<file path="src/rtl/muldiv_pkg.sv">
// Shared encodings and constants for the EX-stage multiply/divide unit.
// Optional early-out multiply is enabled by defining MULDIV_EARLY_OUT_EN.
package muldiv_pkg;
  localparam int XLEN_DEFAULT = 32;

  localparam logic [1:0] MD_MULT  = 2'b00;
  localparam logic [1:0] MD_MULTU = 2'b01;
  localparam logic [1:0] MD_DIV   = 2'b10;
  localparam logic [1:0] MD_DIVU  = 2'b11;

  typedef logic [1:0] md_state_t;
  localparam md_state_t ST_IDLE = 2'd0;
  localparam md_state_t ST_CALC = 2'd1;
  localparam md_state_t ST_FIX  = 2'd2;

  localparam logic [XLEN_DEFAULT-1:0] MD_DIVZ_LO = '1;
endpackage

</file>
<file path="src/rtl/ex_muldiv_if.sv">
// EX-stage request/result bundle between the pipeline and the multiply/divide unit.
interface ex_muldiv_if import muldiv_pkg::*; #(parameter int XLEN = XLEN_DEFAULT);
  logic            Start_E;
  logic [1:0]      Op_E;
  logic [XLEN-1:0] SrcA_E;
  logic [XLEN-1:0] SrcB_E;
  logic            WrHi_E;
  logic            WrLo_E;
  logic [XLEN-1:0] WrData_E;
  logic            Busy_E;
  logic            Done_E;
  logic [XLEN-1:0] Hi_E;
  logic [XLEN-1:0] Lo_E;

  modport master (output Start_E, Op_E, SrcA_E, SrcB_E, WrHi_E, WrLo_E, WrData_E,
                  input  Busy_E, Done_E, Hi_E, Lo_E);
  modport slave  (input  Start_E, Op_E, SrcA_E, SrcB_E, WrHi_E, WrLo_E, WrData_E,
                  output Busy_E, Done_E, Hi_E, Lo_E);
endinterface

</file>
<file path="src/rtl/ex_muldiv_step.sv">
// One iteration of the MD datapath: shift-add multiply or restoring-divide step.
module muldiv_step import muldiv_pkg::*; #(parameter int XLEN = XLEN_DEFAULT) (
  input  logic            i_div,
  input  logic [XLEN-1:0] i_hi,
  input  logic [XLEN-1:0] i_lo,
  input  logic [XLEN-1:0] i_b,
  output logic [XLEN-1:0] o_hi,
  output logic [XLEN-1:0] o_lo
);
  logic [XLEN:0] w_sum;
  logic [XLEN:0] w_rsh;
  logic [XLEN:0] w_diff;

  always_comb begin
    w_sum  = {1'b0, i_hi} + (i_lo[0] ? {1'b0, i_b} : '0);
    w_rsh  = {i_hi, i_lo[XLEN-1]};
    w_diff = w_rsh - {1'b0, i_b};
    if (i_div) begin
      // Top bit of the difference is the borrow: clear means the divisor fits.
      if (!w_diff[XLEN]) begin
        o_hi = w_diff[XLEN-1:0];
        o_lo = {i_lo[XLEN-2:0], 1'b1};
      end else begin
        o_hi = w_rsh[XLEN-1:0];
        o_lo = {i_lo[XLEN-2:0], 1'b0};
      end
    end else begin
      o_hi = w_sum[XLEN:1];
      o_lo = {w_sum[0], i_lo[XLEN-1:1]};
    end
  end
endmodule

</file>
<file path="src/rtl/ex_muldiv.sv">
// Iterative MULT/MULTU/DIV/DIVU unit owning HI/LO; MULDIV_EARLY_OUT_EN enables
// early termination of multiplies once the remaining multiplier bits are zero.
module ex_muldiv import muldiv_pkg::*; #(
  parameter int XLEN  = XLEN_DEFAULT,
  parameter int CNT_W = 6
) (
  input  logic        clk,
  input  logic        rst,
  ex_muldiv_if.slave  bus
);
  localparam logic [CNT_W-1:0] LAST    = CNT_W'(XLEN-1);
  localparam logic [XLEN-1:0]  DIVZ_LO = XLEN'(MD_DIVZ_LO);

  function automatic logic [XLEN-1:0] mag(input logic signed [XLEN-1:0] v, input logic sgn);
    return (sgn && v < 0) ? XLEN'(-v) : XLEN'(v);
  endfunction

  function automatic logic [XLEN-1:0] neg_x(input logic [XLEN-1:0] v, input logic n);
    return n ? -v : v;
  endfunction

  md_state_t        r_state;
  logic [CNT_W-1:0] r_cnt;
  logic             r_div, r_sneg, r_rneg, r_divz, r_done;
  logic [XLEN-1:0]  r_wh, r_wl, r_b, r_hi, r_lo;
  logic             w_div, w_signed, w_sa, w_sb, w_early;
  logic [XLEN-1:0]  w_mag_a, w_mag_b, w_hi, w_lo;
  logic [2*XLEN-1:0] w_next, w_prod;

  assign w_div    = (bus.Op_E == MD_DIV) || (bus.Op_E == MD_DIVU);
  assign w_signed = (bus.Op_E == MD_MULT) || (bus.Op_E == MD_DIV);
  assign w_sa     = w_signed & bus.SrcA_E[XLEN-1];
  assign w_sb     = w_signed & bus.SrcB_E[XLEN-1];
  assign w_mag_a  = mag(bus.SrcA_E, w_signed);
  assign w_mag_b  = mag(bus.SrcB_E, w_signed);

  muldiv_step #(.XLEN(XLEN)) u_step (
    .i_div (r_div),
    .i_hi  (r_wh),
    .i_lo  (r_wl),
    .i_b   (r_b),
    .o_hi  (w_hi),
    .o_lo  (w_lo)
  );

`ifdef MULDIV_EARLY_OUT_EN
  logic [XLEN-1:0]  r_mrem;
  logic [CNT_W-1:0] w_skip;
  // Skipped iterations would only shift the product right, so apply them at once.
  assign w_early = !r_div && (r_mrem[XLEN-1:1] == '0);
  assign w_skip  = LAST - r_cnt;
  assign w_next  = w_early ? ({w_hi, w_lo} >> w_skip) : {w_hi, w_lo};

  always_ff @(posedge clk) begin
    if (r_state == ST_IDLE && bus.Start_E) r_mrem <= w_mag_b;
    else if (r_state == ST_CALC)           r_mrem <= r_mrem >> 1;
  end
`else
  assign w_early = 1'b0;
  assign w_next  = {w_hi, w_lo};
`endif

  assign w_prod = r_sneg ? -{r_wh, r_wl} : {r_wh, r_wl};

  // Control, sign latches and architectural HI/LO
  always_ff @(posedge clk) begin
    if (rst) begin
      r_state <= ST_IDLE;
      r_cnt   <= '0;
      r_hi    <= '0;
      r_lo    <= '0;
      r_done  <= 1'b0;
    end else begin
      r_done <= 1'b0;
      case (r_state)
        ST_IDLE: begin
          if (bus.Start_E) begin
            r_state <= ST_CALC;
            r_cnt   <= '0;
            r_div   <= w_div;
            r_sneg  <= w_sa ^ w_sb;
            r_rneg  <= w_sa;
            r_divz  <= (bus.SrcB_E == '0);
          end else begin
            if (bus.WrHi_E) r_hi <= bus.WrData_E;
            if (bus.WrLo_E) r_lo <= bus.WrData_E;
          end
        end
        ST_CALC: begin
          r_cnt <= r_cnt + 1'b1;
          if (r_cnt == LAST || w_early) r_state <= ST_FIX;
        end
        ST_FIX: begin
          if (r_div) begin
            r_hi <= neg_x(r_wh, r_rneg);
            r_lo <= r_divz ? DIVZ_LO : neg_x(r_wl, r_sneg);
          end else begin
            r_hi <= w_prod[2*XLEN-1:XLEN];
            r_lo <= w_prod[XLEN-1:0];
          end
          r_done  <= 1'b1;
          r_state <= ST_IDLE;
        end
        default: r_state <= ST_IDLE;
      endcase
    end
  end

  // Working datapath registers: {acc, multiplier} or {remainder, quotient}
  always_ff @(posedge clk) begin
    if (r_state == ST_IDLE && bus.Start_E) begin
      r_wh <= '0;
      r_wl <= w_div ? w_mag_a : w_mag_b;
      r_b  <= w_div ? w_mag_b : w_mag_a;
    end else if (r_state == ST_CALC) begin
      {r_wh, r_wl} <= w_next;
    end
  end

  assign bus.Busy_E = (r_state != ST_IDLE);
  assign bus.Done_E = r_done;
  assign bus.Hi_E   = r_hi;
  assign bus.Lo_E   = r_lo;
endmodule

</file>
<file path="src/flat_wrapper.sv">
// flat-port wrapper written by rule: the top's interface ports become plain ports
module ex_muldiv_flat import muldiv_pkg::*;
#(
  parameter int XLEN  = XLEN_DEFAULT,
  parameter int CNT_W = 6
)
  (clk, rst, bus_Start_E, bus_Op_E, bus_SrcA_E, bus_SrcB_E, bus_WrHi_E, bus_WrLo_E, bus_WrData_E, bus_Busy_E, bus_Done_E, bus_Hi_E, bus_Lo_E);
  ex_muldiv_if #(.XLEN(XLEN)) bus_i ();
  input  logic clk;
  input  logic rst;
  input wire logic [$bits(bus_i.Start_E)-1:0] bus_Start_E;
  input wire logic [$bits(bus_i.Op_E)-1:0] bus_Op_E;
  input wire logic [$bits(bus_i.SrcA_E)-1:0] bus_SrcA_E;
  input wire logic [$bits(bus_i.SrcB_E)-1:0] bus_SrcB_E;
  input wire logic [$bits(bus_i.WrHi_E)-1:0] bus_WrHi_E;
  input wire logic [$bits(bus_i.WrLo_E)-1:0] bus_WrLo_E;
  input wire logic [$bits(bus_i.WrData_E)-1:0] bus_WrData_E;
  output wire logic [$bits(bus_i.Busy_E)-1:0] bus_Busy_E;
  output wire logic [$bits(bus_i.Done_E)-1:0] bus_Done_E;
  output wire logic [$bits(bus_i.Hi_E)-1:0] bus_Hi_E;
  output wire logic [$bits(bus_i.Lo_E)-1:0] bus_Lo_E;
  assign bus_i.Start_E = bus_Start_E;
  assign bus_i.Op_E = bus_Op_E;
  assign bus_i.SrcA_E = bus_SrcA_E;
  assign bus_i.SrcB_E = bus_SrcB_E;
  assign bus_i.WrHi_E = bus_WrHi_E;
  assign bus_i.WrLo_E = bus_WrLo_E;
  assign bus_i.WrData_E = bus_WrData_E;
  assign bus_Busy_E = bus_i.Busy_E;
  assign bus_Done_E = bus_i.Done_E;
  assign bus_Hi_E = bus_i.Hi_E;
  assign bus_Lo_E = bus_i.Lo_E;
  ex_muldiv #(.XLEN(XLEN), .CNT_W(CNT_W)) u_core (.clk(clk), .rst(rst), .bus(bus_i));
endmodule
</file>
<file path="config.mk">
export PLATFORM = sky130hd
export DESIGN_NAME = ex_muldiv_flat
export DESIGN_NICKNAME = d
export VERILOG_FILES = /design/src/rtl/muldiv_pkg.sv /design/src/rtl/ex_muldiv_if.sv /design/src/rtl/ex_muldiv_step.sv /design/src/rtl/ex_muldiv.sv /design/src/flat_wrapper.sv
export SDC_FILE = /design/constraint.sdc
export NUM_CORES = 1
export LEC_CHECK = 0
export CAP_MARGIN = 20
export CORE_ASPECT_RATIO = 1.1
export CORE_MARGIN = 5
export CORE_UTILIZATION = 36
export DETAILED_ROUTE_END_ITERATION = 7
export PLACE_DENSITY = 0.53
export RECOVER_POWER = 100
export SYNTH_ARGS = -nofsm -noshare
export SYNTH_HDL_FRONTEND = slang
export SYNTH_HIERARCHICAL = 1
export SYNTH_SLANG_ARGS = --single-unit
export TNS_END_PERCENT = 50
</file>
<file path="constraint.sdc">
create_clock -name clk -period 8.1 [get_ports clk]
set_input_delay 2.025 -clock clk [delete_from_list [all_inputs] [get_ports clk]]
set_output_delay 2.025 -clock clk [all_outputs]
set_load 0.03 [all_outputs]
</file>
After elaboration in Yosys (flattened, before gate mapping)
Cells that the tools add are included.
- magnitude comparators: 2
- equality and inequality tests: 10
- $add $sub $neg: 8
- multiplexer cells: 29
- reduce and logical (&&, ||, !) cells: 17
- bitwise gates (word level): 4
- operators with widths (kind ; number):
    $mux 32 ; 19
    $neg 32->32 ; 4
    $pmux 32 s2 ; 2
    $lt 32x1->1 const B ; 2
    $mux 64 ; 1
    $neg 64->64 ; 1
    $add 32x33->33 ; 1
    $sub 33x32->33 ; 1
    $logic_not 32->1 ; 1
    $pmux 6 s2 ; 1
    $reduce_and 3->1 ; 3
    $ne 2x2->1 const B ; 4
    $reduce_bool 2->1 ; 4
    $add 6x1->6 const B ; 1
    $eq 2x2->1 const B ; 3
    $eq 6x5->1 const B ; 1
    $mux 6 ; 1
    $logic_not 2->1 ; 2
    $mux 2 ; 2
    $pmux 2 s2 ; 1
    $reduce_and 2->1 ; 2
    $logic_and 1x1->1 ; 3
    $and 1x1->1 ; 2
    $eq 2x1->1 const B ; 1
    other kinds (5) ; 7
- bits of input ports: 103
- register bits after elaboration: 173
- word-level logic and storage cells: 82
- output and inout port bits: 66

Depth between registers and ports, before layout
- depth in word-level cells: 6
- depth in mapped cells: 16
- mapped depth without buffers: 14

Cells and area by module
Netlist, hierarchy kept.
- by module, submodules not included (module ; sequential area each (µm²) ; cells each ; instances ; area an instance (µm²)):
    ex_muldiv ; 4144.0 ; 1251 ; 1 ; 10363.7
    muldiv_step ; 0.0 ; 694 ; 1 ; 4767.1

Worst setup path before layout
OpenSTA, ideal clock, no wires.
- path type: input-to-reg
- start point: input port bus_SrcB_E[6]
- end point: register u_core.r_wl[11] (data pin)
- data arrival time: 3.826 ns
- required time: 7.844 ns
- stages on the path: 7
- buffers on the path: 0
- setup time: 0.256 ns
- path slack: 4.018 ns
- cell sequence: or4_1 nor3_1 nand2_1 o31ai_1 xor2_1 nand2_1 a22o_1
- longest elaborated chain between the ends: 5
- elaborated cells between the ends (all ways): 6
- classes of those cells: add/sub (1); order compare (1); mux (3); reduce/logical (1)
- RTL lines (element ; line ; RTL):
    from (decl) ; flat_wrapper.sv:14 ; input wire logic [$bits(bus_i.SrcB_E)-1:0] bus_SrcB_E;
    $lt 32x1->1 ; ex_muldiv.sv:15 ; return (sgn && v < 0) ? XLEN'(-v) : XLEN'(v);
    $logic_and 1x1->1 ; ex_muldiv.sv:15 ;
    $mux 32 (*) ; ex_muldiv.sv:15 ;
    $mux 32 (*) ; ex_muldiv.sv:113 ; r_wl <= w_div ? w_mag_a : w_mag_b;
    $mux 32 (*) ; ex_muldiv.sv:111 ; if (r_state == ST_IDLE && bus.Start_E) begin
    to (signal assigned) ; ex_muldiv.sv:113 ;
    to (signal assigned) ; ex_muldiv.sv:116 ; {r_wh, r_wl} <= w_next;
    to (decl) ; ex_muldiv.sv:25 ; logic [XLEN-1:0] r_wh, r_wl, r_b, r_hi, r_lo;
Mark *: on every way between the ends. The rest lies on a longest branch, timed or not.
A chain may end at the register's enable or synchronous reset.

Worst setup path in the final report
- start point: input port bus_Start_E
- end point: register u_core.r_wl[0], enable pin
- longest elaborated chain between the ends: 2
- RTL lines (element ; line ; RTL):
    from (decl) ; flat_wrapper.sv:11 ; input wire logic [$bits(bus_i.Start_E)-1:0] bus_Start_E;
    $logic_and 1x1->1 ; ex_muldiv.sv:111 ;
    $reduce_bool 2->1 (no source line) ; -- ;
Every way passes these cells.

==> flow_summary.json <==
{
  "hold_violations": 0,
  "drtIter0Drc": 1329,
  "yosysWarnings": 6,
  "fin_crit_sh_pct": 75.08,
  "irDropWorstVdd_v": 0.0001552,
  "slowest_delay_ps": 1530,
  "h-tree-depth": 4,
  "finClkSkew_ps": 11.40,
  "synth_area_leaders": "dfxtp_1 14%, edfxtp_1 13%, a21oi_1 7.4%",
  "detail_route.wl_per_cell_microns": 22.90,
  "worstMarginPinSlew_ps": 3491,
  "hp-class": "flop to flop",
  "min_to": "u_core/bus.Lo_E[20]$_SDFFE_PP0P_",
  "syn_to_final_growth_pct": 17.35,
  "post-route-util_pct": 42.91,
  "crit_top_cell": "inv_1",
  "rows": 78,
  "r2r_start": "u_core/r_wh[0]$_SDFFE_PP0P_",
  "synth_top_area_share_pct": 13.89,
  "io_pins": 169,
  "timing.hold.ws_ps": 450.9,
  "netlist_instances": 1945,
  "dieArea_sq_mm": 0.04623,
  "clk_pin_slew_ps": 70,
  "seq_area_frac_synth_pct": 27.39,
  "cts_tree": "yes",
  "grt_setup_unrepaired": "false",
  "fmax_mhz": 164.4,
  "post_cts_resized": 0,
  "grt_pass1_vias": 14603,
  "drt_drc_violations_left": 0,
  "cts_setup_buffers": 0,
  "numCtsBuffers": 17,
  "wl_microns": 59800,
  "grt_start_max_net_pins": 79,
  "async_flop_share_pct": 0,
  "antenna_found_initial": 1,
  "yosysMostFrequentCell": "nand2_1",
  "power_leakage_nw": 6.620,
  "fin_ws_ps": 2019,
  "violations": "max-capacitance violations, max-slew violations",
  "clock-sinks": 173,
  "start_util_pct": 36.57,
  "power_density_mw_per_mm2": 188.4,
  "cts-root-buf": "clkbuf_16",
  "worstPathArrival_ps": 6120,
  "fin_setup_tns_ps": 0,
  "first_pass_iters": 6,
  "crit_fanout": 50,
  "post-dp-hpwl_microns": 46040,
  "coreArea_sq_mm": 0.04138,
  "critPathRequiredTime_ps": 8140,
  "cp_slowest_cell": "clkbuf_1",
  "hold_depth": 2,
  "io_buffers": 168,
  "drive_gt1_share_pct": 5.217,
  "reg2regPathDepth": 14,
  "crit_type": "primary input to flop",
  "via_per_inst": 5.892,
  "place_ws_ps": 3014,
  "cap_violations": 6,
  "synth-seq-cells": 173,
  "ff2ff_setup_slack_ps": 2140,
  "syn_nets": 2119,
  "fp.dieW_microns": 205.5,
  "synth-edff-count": 68,
  "fp.dieH_microns": 225.0,
  "r2r_end": "u_core/r_wh[10]$_SDFFE_PP0P_",
  "insertion_delay_ps": 460,
  "yosysTopAreaCell": "dfxtp_1",
  "end_kind": "flop",
  "synthFlopType": "dfxtp_1",
  "drv_slew": 273,
  "grt_pass1_wl_microns": 89670,
  "grt_usage_pct": 25.14,
  "cp-startpoint": "bus_Start_E",
  "cts_max_path_buffers": 2,
  "ctsHoldBuffers": 0,
  "outcome": "finished, violations left",
  "num_vias": 15389,
  "synth_common_cells": "238 x nand2_1, 223 x a21oi_1, 144 x nor2_1",
  "avgSynthCellArea_sq_um": 7.779,
  "period_minus_slack_ps": 6081,
  "final_nets": 2212,
  "gp_congestion": 0.9534,
  "syn_area_sq_mm": 0.01513,
  "overflow": 0,
  "ant_nets": 0,
  "max-slew-margin-rel_pct": -132.7,
  "start_kind": "primary input",
  "synthDistinctLibCells": 86,
  "setup_viol": 0,
  "worstPathCellList": "dlygate4sd3_1 > nand2_1 > buf_4 > inv_1 > nor2_1 > inv_1 > clkbuf_1",
  "hp-start": "u_core/bus.Lo_E[20]$_SDFFE_PP0P_"
}
## how the worst max path moves through the flow
stage	cells after the start	slack, ps	to
floorplan	7	4020	u_core/r_wl[11]$_DFFE_PP_
global placement	8	3060	u_core/r_wl[17]$_DFFE_PP_
detailed placement	8	3010	u_core/r_wl[17]$_DFFE_PP_
CTS	8	3510	u_core/r_wl[17]$_DFFE_PP_
global route	6	1760	u_core/r_wl[3]$_DFFE_PP_
finish	7	2020	u_core/r_wl[0]$_DFFE_PP_
## cell type report
cell class / count / area, sq um
Tap cell: 560 / 700.7
Clock inverter: 12 / 121.4
Sequential cell: 173 / 4144
Multi-Input combinational cell: 1586 / 10250
Inverter: 71 / 266.5
Fill cell: 4339 / 23620
Antenna cell: 1 / 2.502
Clock buffer: 20 / 457.9
Timing Repair Buffer: 189 / 1809
## layer usage
layer / wire [microns] / global-route usage [%] / part of all wire (%)
met1: 25500 / 32.96 / 43
met2: 29320 / 43.11 / 49
met3: 3030 / 2.490 / 5.1
met4: 1955 / 8.839 / 3.3
met5: 0 / 0 / 0
## where the power goes
part	switching, mW	total (mW)	internal, mW
logic	0.786	1.32	0.538
registers	0.166	1.17	1.00
clock network	0.399	0.850	0.451
total	1.35	3.34	1.99
## worst max-delay path, delay by kind of cell
family	cells	cell delay, ps
buffers and inverters	5	3680
AND/OR/NAND/NOR	2	370
## cells by family after synthesis
kind of cell | after synthesis | share of synthesized area (%)
simple gates | 661 | 21.22
compound gates | 609 | 25.22
buf+inv | 186 | 4.953
flops | 173 | 27.39
xor+xnor | 164 | 9.543
mux | 81 | 5.706
fa+ha+maj | 71 | 5.970
## metrics by stage
stage | cells | area (sq um) | total power, mW
CTS | 2611 | 17780 | 3.358
global placement | 2579 | 17210 | 2.495
global route | 2611 | 17750 | 3.526
finish | 2612 | 17760 | 3.345
floorplan | 1945 | 15130 | 2.044
detailed placement | 2579 | 17210 | 2.499
## layout by cell type (no fill, tap or decap), drive strengths merged, types with 14 or more instances in the layout
master / Yosys / final
nand3: 31 / 31
o31ai: 22 / 22
nor3: 56 / 56
mux2: 39 / 39
xnor2: 109 / 109
xor2: 55 / 55
nand2b: 17 / 17
inv: 70 / 79
o22ai: 18 / 18
edfxtp: 68 / 68
o21a: 18 / 18
dlygate4sd3: 0 / 71
dfxtp: 105 / 105
clkdlybuf4s50: 0 / 95
buf: 31 / 17
a21oi: 228 / 228
and2: 41 / 41
nor2: 144 / 144
mux2i: 42 / 42
a211oi: 29 / 29
nand2: 238 / 238
or3: 23 / 23
clkbuf: 84 / 26
o21ai: 131 / 131
a21o: 14 / 14
o221ai: 42 / 42
nand4: 18 / 18
or4: 20 / 20
ha: 69 / 69
nor4: 22 / 22
## registers in the layout, indices dropped and copies added (netlist names)
register	count
u_core/bus.Done_E	1
u_core/bus.Hi_E	32
u_core/bus.Lo_E	32
u_core/r_b	32
u_core/r_cnt	6
u_core/r_div	1
u_core/r_divz	1
u_core/r_rneg	1
u_core/r_sneg	1
u_core/r_state	2
u_core/r_wh	32
u_core/r_wl	32
No activity file was read; power rests on OpenSTA's default activity.
